File: src/rtl/seq_restoring_divider_pkg.sv
// Shared types and constants for the low-frequency counter datapath.
// Divider state encoding and the microsecond scale constant.
package freq_counter_pkg;

  localparam int DIV_W = 20;
  localparam int unsigned US_PER_SEC = 1_000_000;

  typedef enum logic [1:0] {
    IDLE = 2'd0,
    OP   = 2'd1,
    DONE = 2'd2
  } div_state_t;

endpackage

File: src/rtl/seq_restoring_divider_if.sv
// start/ready/done handshake plus operand and result buses
// shared by the divider and the stages around it.
interface seq_restoring_divider_if
  import freq_counter_pkg::*;
#(
  parameter int W = DIV_W
);

  logic         start_i;
  logic [W-1:0] dividend_i;
  logic [W-1:0] divisor_i;
  logic         ready_o;
  logic         done_o;
  logic         err_o;
  logic [W-1:0] quotient_o;
  logic [W-1:0] remainder_o;

  modport master (
    output start_i,
    output dividend_i,
    output divisor_i,
    input  ready_o,
    input  done_o,
    input  err_o,
    input  quotient_o,
    input  remainder_o
  );

  modport slave (
    input  start_i,
    input  dividend_i,
    input  divisor_i,
    output ready_o,
    output done_o,
    output err_o,
    output quotient_o,
    output remainder_o
  );

endinterface

File: src/rtl/seq_restoring_divider_step.sv
// One restoring-division step: shift in a dividend bit,
// trial-subtract the divisor, keep the difference if no borrow.
module div_step #(
  parameter int W = 20
) (
  input  logic [W-1:0] rem_i,
  input  logic         dq_msb_i,
  input  logic [W-1:0] divisor_i,
  output logic [W-1:0] rem_o,
  output logic         q_o
);

  logic [W:0] rs;
  logic [W:0] diff;

  assign rs   = {rem_i, dq_msb_i};
  assign diff = rs - {1'b0, divisor_i};

  // rem < divisor keeps rs < 2*divisor, so bit W is a pure borrow
  assign q_o   = ~diff[W];
  assign rem_o = q_o ? diff[W-1:0] : rs[W-1:0];

endmodule

File: src/rtl/seq_restoring_divider.sv
// Multi-cycle unsigned restoring divider, one quotient bit
// per cycle, chained by start/ready/done.
module seq_restoring_divider
  import freq_counter_pkg::*;
#(
  parameter int W = DIV_W
) (
  input logic                    clk_i,
  input logic                    reset_i,
  seq_restoring_divider_if.slave bus
);

  localparam int CW = $clog2(W);
  localparam logic [CW-1:0] CNT_INIT = CW'(W - 1);

  div_state_t   state_q, state_d;
  logic [CW-1:0] cnt_q, cnt_d;
  logic [W-1:0] rem_q, rem_d;
  logic [W-1:0] dq_q, dq_d;
  logic [W-1:0] dvs_q, dvs_d;
  logic [W-1:0] quo_q, quo_d;
  logic [W-1:0] rmd_q, rmd_d;
  logic         err_q, err_d;

  logic [W-1:0] step_rem;
  logic         step_bit;

  div_step #(.W(W)) u_step (
    .rem_i     (rem_q),
    .dq_msb_i  (dq_q[W-1]),
    .divisor_i (dvs_q),
    .rem_o     (step_rem),
    .q_o       (step_bit)
  );

  always_ff @(posedge clk_i or posedge reset_i) begin
    if (reset_i) begin
      state_q <= IDLE;
      cnt_q   <= CNT_INIT;
      rem_q   <= '0;
      dq_q    <= '0;
      dvs_q   <= '0;
      quo_q   <= '0;
      rmd_q   <= '0;
      err_q   <= 1'b0;
    end else begin
      state_q <= state_d;
      cnt_q   <= cnt_d;
      rem_q   <= rem_d;
      dq_q    <= dq_d;
      dvs_q   <= dvs_d;
      quo_q   <= quo_d;
      rmd_q   <= rmd_d;
      err_q   <= err_d;
    end
  end

  always_comb begin
    state_d = state_q;
    cnt_d   = cnt_q;
    rem_d   = rem_q;
    dq_d    = dq_q;
    dvs_d   = dvs_q;
    quo_d   = quo_q;
    rmd_d   = rmd_q;
    err_d   = err_q;
    unique case (state_q)
      IDLE: begin
        if (bus.start_i) begin
          if (bus.divisor_i != '0) begin
            dq_d    = bus.dividend_i;
            dvs_d   = bus.divisor_i;
            rem_d   = '0;
            cnt_d   = CNT_INIT;
            err_d   = 1'b0;
            state_d = OP;
          end else begin
            quo_d   = '1;
            rmd_d   = bus.dividend_i;
            err_d   = 1'b1;
            state_d = DONE;
          end
        end
      end
      OP: begin
        rem_d = step_rem;
        dq_d  = {dq_q[W-2:0], step_bit};
        if (cnt_q != '0) begin
          cnt_d = cnt_q - 1'b1;
        end else begin
          quo_d   = {dq_q[W-2:0], step_bit};
          rmd_d   = step_rem;
          state_d = DONE;
        end
      end
      DONE: state_d = IDLE;
      default: state_d = IDLE;
    endcase
  end

  assign bus.ready_o     = (state_q == IDLE);
  assign bus.done_o      = (state_q == DONE);
  assign bus.err_o       = err_q;
  assign bus.quotient_o  = quo_q;
  assign bus.remainder_o = rmd_q;

endmodule

File: src/flat_wrapper.sv
// flat-port wrapper written by rule: the top's interface ports become plain ports
module seq_restoring_divider_flat import freq_counter_pkg::*;
#(
  parameter int W = DIV_W
)
  (clk_i, reset_i, bus_start_i, bus_dividend_i, bus_divisor_i, bus_ready_o, bus_done_o, bus_err_o, bus_quotient_o, bus_remainder_o);
  seq_restoring_divider_if #(.W(W)) bus_i ();
  input logic clk_i;
  input logic reset_i;
  input wire logic [$bits(bus_i.start_i)-1:0] bus_start_i;
  input wire logic [$bits(bus_i.dividend_i)-1:0] bus_dividend_i;
  input wire logic [$bits(bus_i.divisor_i)-1:0] bus_divisor_i;
  output wire logic [$bits(bus_i.ready_o)-1:0] bus_ready_o;
  output wire logic [$bits(bus_i.done_o)-1:0] bus_done_o;
  output wire logic [$bits(bus_i.err_o)-1:0] bus_err_o;
  output wire logic [$bits(bus_i.quotient_o)-1:0] bus_quotient_o;
  output wire logic [$bits(bus_i.remainder_o)-1:0] bus_remainder_o;
  assign bus_i.start_i = bus_start_i;
  assign bus_i.dividend_i = bus_dividend_i;
  assign bus_i.divisor_i = bus_divisor_i;
  assign bus_ready_o = bus_i.ready_o;
  assign bus_done_o = bus_i.done_o;
  assign bus_err_o = bus_i.err_o;
  assign bus_quotient_o = bus_i.quotient_o;
  assign bus_remainder_o = bus_i.remainder_o;
  seq_restoring_divider #(.W(W)) u_core (.clk_i(clk_i), .reset_i(reset_i), .bus(bus_i));
endmodule
File: config.mk
export PLATFORM = sky130hd
export DESIGN_NAME = seq_restoring_divider_flat
export DESIGN_NICKNAME = d
export VERILOG_FILES = /design/src/rtl/seq_restoring_divider_pkg.sv /design/src/rtl/seq_restoring_divider_if.sv /design/src/rtl/seq_restoring_divider_step.sv /design/src/rtl/seq_restoring_divider.sv /design/src/flat_wrapper.sv
export SDC_FILE = /design/constraint.sdc
export NUM_CORES = 1
export LEC_CHECK = 0
export BUFFER_PORTS_ARGS = -buffer_cell sky130_fd_sc_hd__buf_2
export CELL_PAD_IN_SITES_DETAIL_PLACEMENT = 0
export CELL_PAD_IN_SITES_GLOBAL_PLACEMENT = 1
export CORE_MARGIN = 2
export CORE_UTILIZATION = 45
export DETAILED_ROUTE_END_ITERATION = 8
export GPL_ROUTABILITY_DRIVEN = 0
export GPL_TIMING_DRIVEN = 0
export HOLD_SLACK_MARGIN = 0.08
export PLACE_DENSITY = 0.78
export SETUP_SLACK_MARGIN = 0.05
export SKIP_LAST_GASP = 1
export SLEW_MARGIN = 20
export SYNTH_ARGS = -nofsm -noshare
export SYNTH_HDL_FRONTEND = slang
export SYNTH_HIERARCHICAL = 1
export SYNTH_SLANG_ARGS = --single-unit
File: constraint.sdc
create_clock -name clk_i -period 3.9 [get_ports clk_i]
set_input_delay 0.585 -clock clk_i [delete_from_list [all_inputs] [get_ports clk_i]]
set_output_delay 0.585 -clock clk_i [all_outputs]
set_load 0.05 [all_outputs]
---- Yosys cells after proc, flatten, opt, wreduce, memory -nomap -nowiden ----
Cells that the tools add are included.
storage, ports and cells
  bits of input ports ..................... 43
  flip-flop bits (word level) ............. 108
  word-level logic and storage cells ...... 52
  output and inout bits ................... 43
operators by class
  bitwise operators ....................... 1
  add/subtract/negate cells ............... 2
  equal/unequal tests ..................... 7
  reductions and logical operators ........ 10
  mux-type cells .......................... 24
operators with widths
  cell                 count
  $mux 20              11
  $pmux 20 s2          4
  $sub 21x20->21       1
  $reduce_bool 20->1   1
  $mux 5               3
  $pmux 5 s2           1
  $reduce_and 4->1     2
  $mux 2               3
  $ne 2x2->1 const B   3
  $reduce_and 3->1     2
  $reduce_bool 5->1    1
  $sub 5x1->5 const B  1
  $ne 2x1->1 const B   2
  $pmux 2 s2           1
  $reduce_and 2->1     2
  $eq 2x1->1 const B   1
  $eq 2x2->1 const B   1
  $logic_not 2->1      1
  $reduce_bool 2->1    1
  $mux 1               1
  $not 1->1            1

---- Logic depth before layout (Yosys ltp) ----
Gate-level depths: netlist (run 1).
  depth in word-level cells ............... 4
  mapped depth ............................ 15
  gate-level depth less buffers ........... 14

---- By module ----
The synthesis (run 1) kept the hierarchy.
modules (own cells, without submodules)
  module                 cells each  instances  seq. area each (um^2)  area each (um^2)
  seq_restoring_divider  427         1          2706.3                 4619.4
  div_step               196         1          0.0                    1551.5

---- Worst setup path after synthesis (run 1) ----
OpenSTA, ideal clock, no wires.
  kind .................................... register to register
  start point ............................. register u_core.dq_q[19]
  end point ............................... register u_core.rmd_q[1], in the netlist u_core/bus.remainder_o[1]
  path slack .............................. 905 ps
  arrival ................................. 2867 ps
  period minus slack after synthesis ...... 2995 ps
  path buffers ............................ 1
  stages on the path, launching flop included .. 16
  path through ............................ dfrtp_1 -> inv_1 -> ha_1 -> inv_1 -> fa_1 -> a21o_1 -> or3b_1 -> nand3_2 -> o22a_4 -> a31oi_4 -> xnor2_2 -> buf_6 -> mux2_4 -> nand2_1 -> nand2_1 -> mux2_1
between the ends
  cells in the longest elaborated chain, start to end .. 4
ends and longest elaborated chain
  element                 line                              source
  from (decl)             seq_restoring_divider.sv:19       logic [W-1:0] dq_q, dq_d;
  from (signal assigned)  seq_restoring_divider.sv:50       dq_q <= dq_d;
  $sub 21x20->21          seq_restoring_divider_step.sv:17  assign diff = rs - {1'b0, divisor_i};
  $mux 20                 seq_restoring_divider_step.sv:21  assign rem_o = q_o ? diff[W-1:0] : rs[W-1:0];
  net u_core.step_rem[1]  seq_restoring_divider.sv:25       logic [W-1:0] step_rem;
  $mux 20                 seq_restoring_divider.sv:88       if (cnt_q != '0) begin
  $pmux 20 s2             seq_restoring_divider.sv:67       unique case (state_q)
  to (signal assigned)    seq_restoring_divider.sv:53       rmd_q <= rmd_d;
  to (decl)               seq_restoring_divider.sv:22       logic [W-1:0] rmd_q, rmd_d;
The timed path passes the listed nets, and every way through them passes these cells. The select of a mux whose other input is x is not followed.
A chain may end at the register's enable or synchronous reset.

---- Final worst setup path (run 1) ----
  start point ............................. register u_core.dq_q[19]
  end point ............................... register u_core.rmd_q[4], in the netlist u_core/bus.remainder_o[4]
Same word-level chain as after synthesis.

==> metrics.txt, run 1 <==
status=finished clean; first-pass GRT wire length=24100 um; worst reg-to-reg path cell count=15; Hold-fix buffers, CTS=0; Worst setup EP type=flip-flop; Core ar.=13300 sq um; DRT iter0 DRCs=294; most frequent cells in the layout=120 x nand2_1, 105 x dfrtp_1, 94 x buf_2; post-CTS sizing=0; max_cap viols=0; Post-DRT Antenna Nets=0; Pre-antenna DRT Iters=5; syn avg cell area=~9.9 sq um; CP Launch Type=flip-flop; total gr overflow=0; Area contributors post-synth=dfrtp_1 43%, nand2_1 7.3%, mux2_1 5.7%; Max Clock Freq=0.290 GHz; Syn Inst Count=just over 600; Bufs on Longest Clock Path=2; Reg-to-Reg Start=u_core/dq_q[19]; Via Count=4777; Fin Setup TNS=0 ps; Tmin final=3450 ps; vias in the first global route=4789; layout cells sized above 1=22.6%; final cell count without fillers=901; fin crit share=88.3%; Rel. slew slack=roughly 48%; clock slew at reported path FFs=80 ps; H-tree depth=3; Setup CP Type=flip-flop to flip-flop; post-synth top area cell=dfrtp_1; Final Hold Fails=0; Post-synth EDFFs=0; R2R Path End=u_core/bus.remainder_o[4]; Top FF cell, synth=dfrtp_1; pin count of the biggest net entering global routing=62; setup bufs post-CTS=0; YS warnings=6; Die Height=121 um; # diodes=0; Yosys reg bits=108; sequential cell area fraction in the yosys report=a little over two fifths; Total Routing Usage GR=roughly a fifth; Clock Skew=10.2 ps; Initial Util=approximately 46%; Synth top area share=around 43%; RSZ-0062 raised after global routing=no; Synth async-reset ratio=100%; slack of the worst reg-to-reg path=450 ps; Worst EP required=slightly above 4000 ps; Final setup viols=0; TritonCTS buffer count=9; cell count after placement=between 800 and 900; Final Max Tran Viols=0; Distinct cells, synth=62; drt total wl=14400 um; Post-Syn Area=6170 sq um; Die Area=14700 sq um; num rows=42; crit path max fanout=10; area delta synth->final=16.2%; die width=121 um; CTS Root Cell=clkbuf_16; via/cell ratio=5.30; clk_lat worst skew=between 300 and 400 ps; DRC=0; initial antenna violation count=0; TritonCTS clock tree=yes; fin worst setup slack=~450 ps; most common cell after layout, fill and taps aside=nand2_1; IO Port Bufs=85; drt wl/cell=roughly 16 um; clk sinks=roughly 110; filler instances=1245; nets=around 790; setup slack at placement=483 ps; Worst-Margin Slew=778 ps; I/O Pins=86; Worst Path Arrival=between 3000 and 4000 ps; Min-Delay Path Class=primary input to asynchronous set/reset pin; Mapped Nets=688; dpl hpwl=about 11000 um
[kinds of logic after synthesis]
kind of cell / Yosys count / synth area share (%)
xor gates and xnor gates: 16 / 2.39
muxes: 89 / 16.7
buffers and inverters: 78 / 5.84
and+or+nand+nor: 197 / 14.0
AOI/OAI and AO/OA: 113 / 12.6
adders and majority gates: 22 / 4.58
DFF: 108 / 43.9
[final cells by class]
| type | instances | area (sq um) | area share [%] |
|---|---|---|---|
| plain buffers | 33 | 191 | 2.67 |
| clock buffers | 10 | 229 | 3.19 |
| clock inverters | 6 | 93.8 | 1.31 |
| inverters | 45 | 174 | 2.42 |
| multi-input cells | 437 | 3100 | 43.3 |
| flip-flops and latches | 108 | 2710 | 37.7 |
| well taps | 176 | 220 | 3.07 |
| repair buffers | 86 | 453 | 6.32 |
[synth_stat cells (all sizes together), types with 3 or more instances]
master	number
nand4	3
dfrtp	105
a31oi	4
o21a	6
nor4	3
nand2	120
inv	45
and3	3
dfstp	3
or4	4
clkbuf	14
a22o	9
ha	21
o22a	3
o21ai	24
mux2	59
o211ai	3
a21o	16
xor2	7
xnor2	9
a21oi	30
nand3	7
nor2	36
nor2b	3
nor3	7
mux2i	30
nand2b	3
buf	19
[critical path: stages, from the launching register on]
cell and delay (ps):
dfrtp_1 390, inv_1 120, ha_1 190, inv_1 60, fa_1 400, a21o_1 210, or3b_1 180, nand3_2 120
o22a_4 290, a31oi_4 170, xnor2_2 180, buf_6 230, mux2_4 310, nand2_1 100, nand2_1 60, mux2_1 300
[routing by layer]
layer	track usage (%)	vias to the layer above	part of all wire (%)
li1	-	2334	-
met1	28.6	2330	47
met2	33.6	102	47
met3	3.99	11	5.1
met4	6.98	0	1.3
met5	0	-	0
[state kept, by name, summed over array words and instances, names as in the netlist]
| name | count |
|---|---|
| u_core/bus.err_o | 1 |
| u_core/bus.quotient_o | 20 |
| u_core/bus.remainder_o | 20 |
| u_core/cnt_q | 5 |
| u_core/dq_q | 20 |
| u_core/dvs_q | 20 |
| u_core/rem_q | 20 |
| u_core/state_q | 2 |
[stage by stage]
stage	utilization, %	cell area (sq um)	hold slack, ps
2_1_floorplan	-	6170	456
3_3_place_gp	51.3	6820	462
3_5_place_dp	51.5	6850	470
4_1_cts	53.9	7170	252
5_1_grt	53.9	7170	275
6_report	53.9	7170	237
[worst max path at each step]
stage	cells after the start	start	endpoint	slack, ps
floorplan	1	reset_i	u_core/bus.err_o	470
global placement	2	reset_i	u_core/dvs_q[3]	-800
detailed placement	15	u_core/dq_q[19]	u_core/bus.remainder_o[4]	480
CTS	15	u_core/dq_q[19]	u_core/bus.remainder_o[4]	440
global route	15	u_core/dq_q[19]	u_core/bus.remainder_o[2]	300
finish	15	u_core/dq_q[19]	u_core/bus.remainder_o[4]	450
Power of run 1 is left out: the tool's default activity adds up to more than one toggle a clock period on the data nets, which glitch-free logic cannot reach.
==> run 2, diff against run 1 <==
Settings changed: REMOVE_ABC_BUFFERS set to 1.
==> metrics.txt, run 2 (synthesis results as in run 1) <==
status=finished clean; final core occ=53.6%; most frequent cells in the layout=120 x nand2_1, 105 x dfrtp_1, 85 x buf_2; Hold-fix buffers, CTS=0; dpl hpwl=10000 um; vias in the first global route=4548; # diodes=0; fin crit share=90.3%; Tmin final=between 3000 and 4000 ps; Post-DRT Antenna Nets=0; DRC=0; Die Area=around 15000 sq um; Die Height=approximately 120 um; drt total wl=between 10000 and 15000 um; clock slew at reported path FFs=70 ps; crit path max fanout=13; Hold WS=287 ps; IO Port Bufs=85; Final Max Tran Viols=0; I/O Pins=86; die width=~120 um; Final setup viols=0; Worst EP required=4140 ps; drt wl/cell=~15 um; CP Launch Type=flip-flop; via/cell ratio=5.27; Total Routing Usage GR=19.4%; cell count after placement=859; initial antenna violation count=0; Max Clock Freq=between 0.2 and 0.3 GHz; post-CTS sizing=0; Bufs on Longest Clock Path=2; Worst Path Arrival=3770 ps; final cell count without fillers=875; Setup CP Type=flip-flop to flip-flop; clk_lat worst skew=360 ps; num rows=between 40 and 50; max_cap viols=0; area delta synth->final=15.4%; Worst setup EP type=flip-flop; Core ar.=13300 sq um; Clock Skew=7.57 ps; DRT iter0 DRCs=282; pin count of the biggest net entering global routing=59; Fin Setup TNS=0 ps; TritonCTS buffer count=9; Min-Delay Path Class=primary input to asynchronous set/reset pin; setup bufs post-CTS=0; Final Hold Fails=0; first-pass GRT wire length=22400 um; Initial Util=46.4%; nets=759; CTS Root Cell=clkbuf_16; Pre-antenna DRT Iters=4; H-tree depth=3; RSZ-0062 raised after global routing=no; clk sinks=about 110; Rel. slew slack=31.9%; most common cell after layout, fill and taps aside=nand2_1; Worst-Margin Slew=1020 ps; layout cells sized above 1=22.3%; Via Count=4610; TritonCTS clock tree=yes; total gr overflow=0
[run 2: final cells by class]
class	count	area (sq um)
Clock buffer	11	253
Timing Repair Buffer	93	593
Fill cell	1227	6170
Multi-Input combinational cell	437	3130
Clock inverter	5	50.0
Inverter	45	174
Sequential cell	108	2710
Tap cell	176	220
[run 2: stage by stage]
stage	worst slack, ps	cell area, sq um
2_1_floorplan	310	5980
4_1_cts	346	7120
3_3_place_gp	-822	6630
6_report	377	7120
5_1_grt	174	7120
3_5_place_dp	358	6820
[run 2: worst max-delay path, cell delays in order (launching register included)]
cell and delay (ps):
dfrtp_1 410, inv_1 80, ha_1 210, inv_1 80
fa_1 220, a21o_1 150, or3b_1 360, nand3_2 110
o22a_4 200, a31oi_4 110, xnor2_4 490, buf_16 220
mux2_4 300, nand2_1 90, nand2_1 60, mux2_1 280
[run 2: final timing paths]
| kind | from | endpoint | slack (ps) | cells past startpoint |
|---|---|---|---|---|
| max | u_core/dq_q[19] | u_core/bus.remainder_o[6] | 380 | 15 |
| min | reset_i | u_core/bus.quotient_o[1] | 290 | 2 |
| max reg2reg | u_core/dq_q[19] | u_core/bus.remainder_o[6] | 380 | 15 |
| min reg2reg | u_core/bus.remainder_o[10] | u_core/bus.remainder_o[10] | 480 | 1 |
| max in group asynchronous | reset_i | u_core/cnt_q[1] | 2930 | 3 |
| min in group clk_i | bus_divisor_i[16] | u_core/dvs_q[16] | 450 | 2 |
[run 2: layer usage]
layer	vias up	part of all wire, %	wire, um	GRT usage (%)
met4	0	1.6	215	6.32
met5	-	0	0	0
met1	2228	49	6640	27.6
met3	13	3.9	522	3.52
met2	87	45	6080	30.0
li1	2282	-	-	-
Power of run 2 is left out for the same reason.
==> run 3, diff against run 2 <==
Settings changed: PLACE_DENSITY 0.78 to 0.77, RECOVER_POWER set to 25.
==> metrics.txt, run 3 (synthesis results as in run 1) <==
Worst-Margin Slew=2230 ps; met3 GRT Util=3.01%; first-pass GRT wire length=22300 um; Die Height=121 um; nets=759; max incr delay on CP=490 ps; total gr overflow=0; clk_lat worst skew=about 350 ps; DRT iter0 DRCs=362; worst path bufs/invs=3; Max Clock Freq=between 0.2 and 0.3 GHz; Worst Path Arrival=between 3000 and 4000 ps; Post-DRT Antenna Nets=0; Clock Skew=between 8 and 9 ps; Fin Setup TNS=0 ps; via/cell ratio=around 5.2; Initial Util=46.4%; pin count of the biggest net entering global routing=59; most frequent cells in the layout=120 x nand2_1, 105 x dfrtp_1, 85 x buf_2; drt total wl=~13000 um; post-CTS sizing=0; RSZ-0062 raised after global routing=no; Die Area=14700 sq um; Final setup viols=0; drt wl/cell=around 15 um; crit path max fanout=13; Final Hold Fails=0; Min-Delay Path Class=primary input to flip-flop; GRT met2 Usage=approximately 28%; clock slew at reported path FFs=70 ps; I/O Pins=86; Tmin final=around 3500 ps; CP Launch Type=flip-flop; IO Port Bufs=85; TritonCTS buffer count=9; fin crit share=between 80% and 90%; vias in the first global route=4511; TritonCTS clock tree=yes; met1 Usage GRT=28.9%; # diodes=0; global routing's busiest layer=met1; Setup CP Type=flip-flop to flip-flop; Pre-antenna DRT Iters=4; Worst setup EP type=flip-flop; Core ar.=13300 sq um; max_cap viols=1; Worst EP required=between 4000 and 5000 ps; initial antenna violation count=0; failing checks=capacitance limit, slew limit; status=finished, violations left; Bufs on Longest Clock Path=2; most common cell after layout, fill and taps aside=nand2_1; critical path, cell by cell=inv_1, ha_1, inv_1, fa_1, a21o_1, or3b_1, nand3_2, o22a_4, a31oi_4, xnor2_4, buf_16, mux2_4, nand2_1, nand2_1, mux2_1; filler instances=1266; CP max stage cell=xnor2_4; CTS Root Cell=clkbuf_16; Top delay family on crit path=simple AND/OR/NAND/NOR gates; DRC=0; Hold-fix buffers, CTS=0; Rel. slew slack=-49.2%; num rows=42; layout cells sized above 1=between 20% and 30%; setup bufs post-CTS=0; area delta synth->final=14.9%; dpl hpwl=around 9800 um; Total Routing Usage GR=19.2%; clk sinks=108; die width=121 um; Final Max Tran Viols=52; Via Count=4570; H-tree depth=3
-- run 3: routing by layer --
metal	share of wire, %	vias up
met5	0	-
met4	1.7	0
met3	4.2	17
met2	43	108
met1	51	2162
li1	-	2283
-- run 3: stage by stage --
step,util [%],hold WS (ps),std cells,cell area (sq um),worst slack [ps]
finish,53.3,461,875,7090,401
global route,53.3,458,875,7090,209
CTS,53.5,279,875,7120,382
detailed placement,51.3,469,859,6820,399
global placement,49.8,465,851,6630,-870
floorplan,-,456,590,5980,310
-- run 3: worst reg2reg max path, delay by kind of cell (launching register included) --
family                   cells  cell delay (ps)
AND/OR/NAND/NOR              4              640
multiplexers                 2              590
XOR/XNOR                     1              490
AO/OA/AOI/OAI                3              470
adder cells (fa/ha/maj)      2              410
flip-flops                   1              400
buffers and inverters        3              370
-- run 3: final timing paths --
| path | startpoint | end | slack, ps | cells past startpoint |
|---|---|---|---|---|
| max | u_core/dq_q[19] | u_core/bus.remainder_o[9] | 400 | 15 |
| min in group asynchronous | reset_i | u_core/bus.quotient_o[2] | 820 | 2 |
| min reg2reg | u_core/bus.remainder_o[5] | u_core/bus.remainder_o[5] | 480 | 1 |
| max in group asynchronous | reset_i | u_core/dq_q[14] | 890 | 3 |
| min | bus_divisor_i[17] | u_core/dvs_q[17] | 460 | 2 |
| max reg2reg | u_core/dq_q[19] | u_core/bus.remainder_o[9] | 400 | 15 |
-- run 3: final cells by class --
type                       instances  area [sq um]  area share (%)
clock buffer                      12           246            3.48
clock inverter                     4          48.8           0.688
inverter                          45           170            2.40
multi-input combinational        437          3130            44.1
sequential                       108          2710            38.2
tap                              176           220            3.11
timing repair buffer              93           571            8.05
Power of run 3 is left out for the same reason.
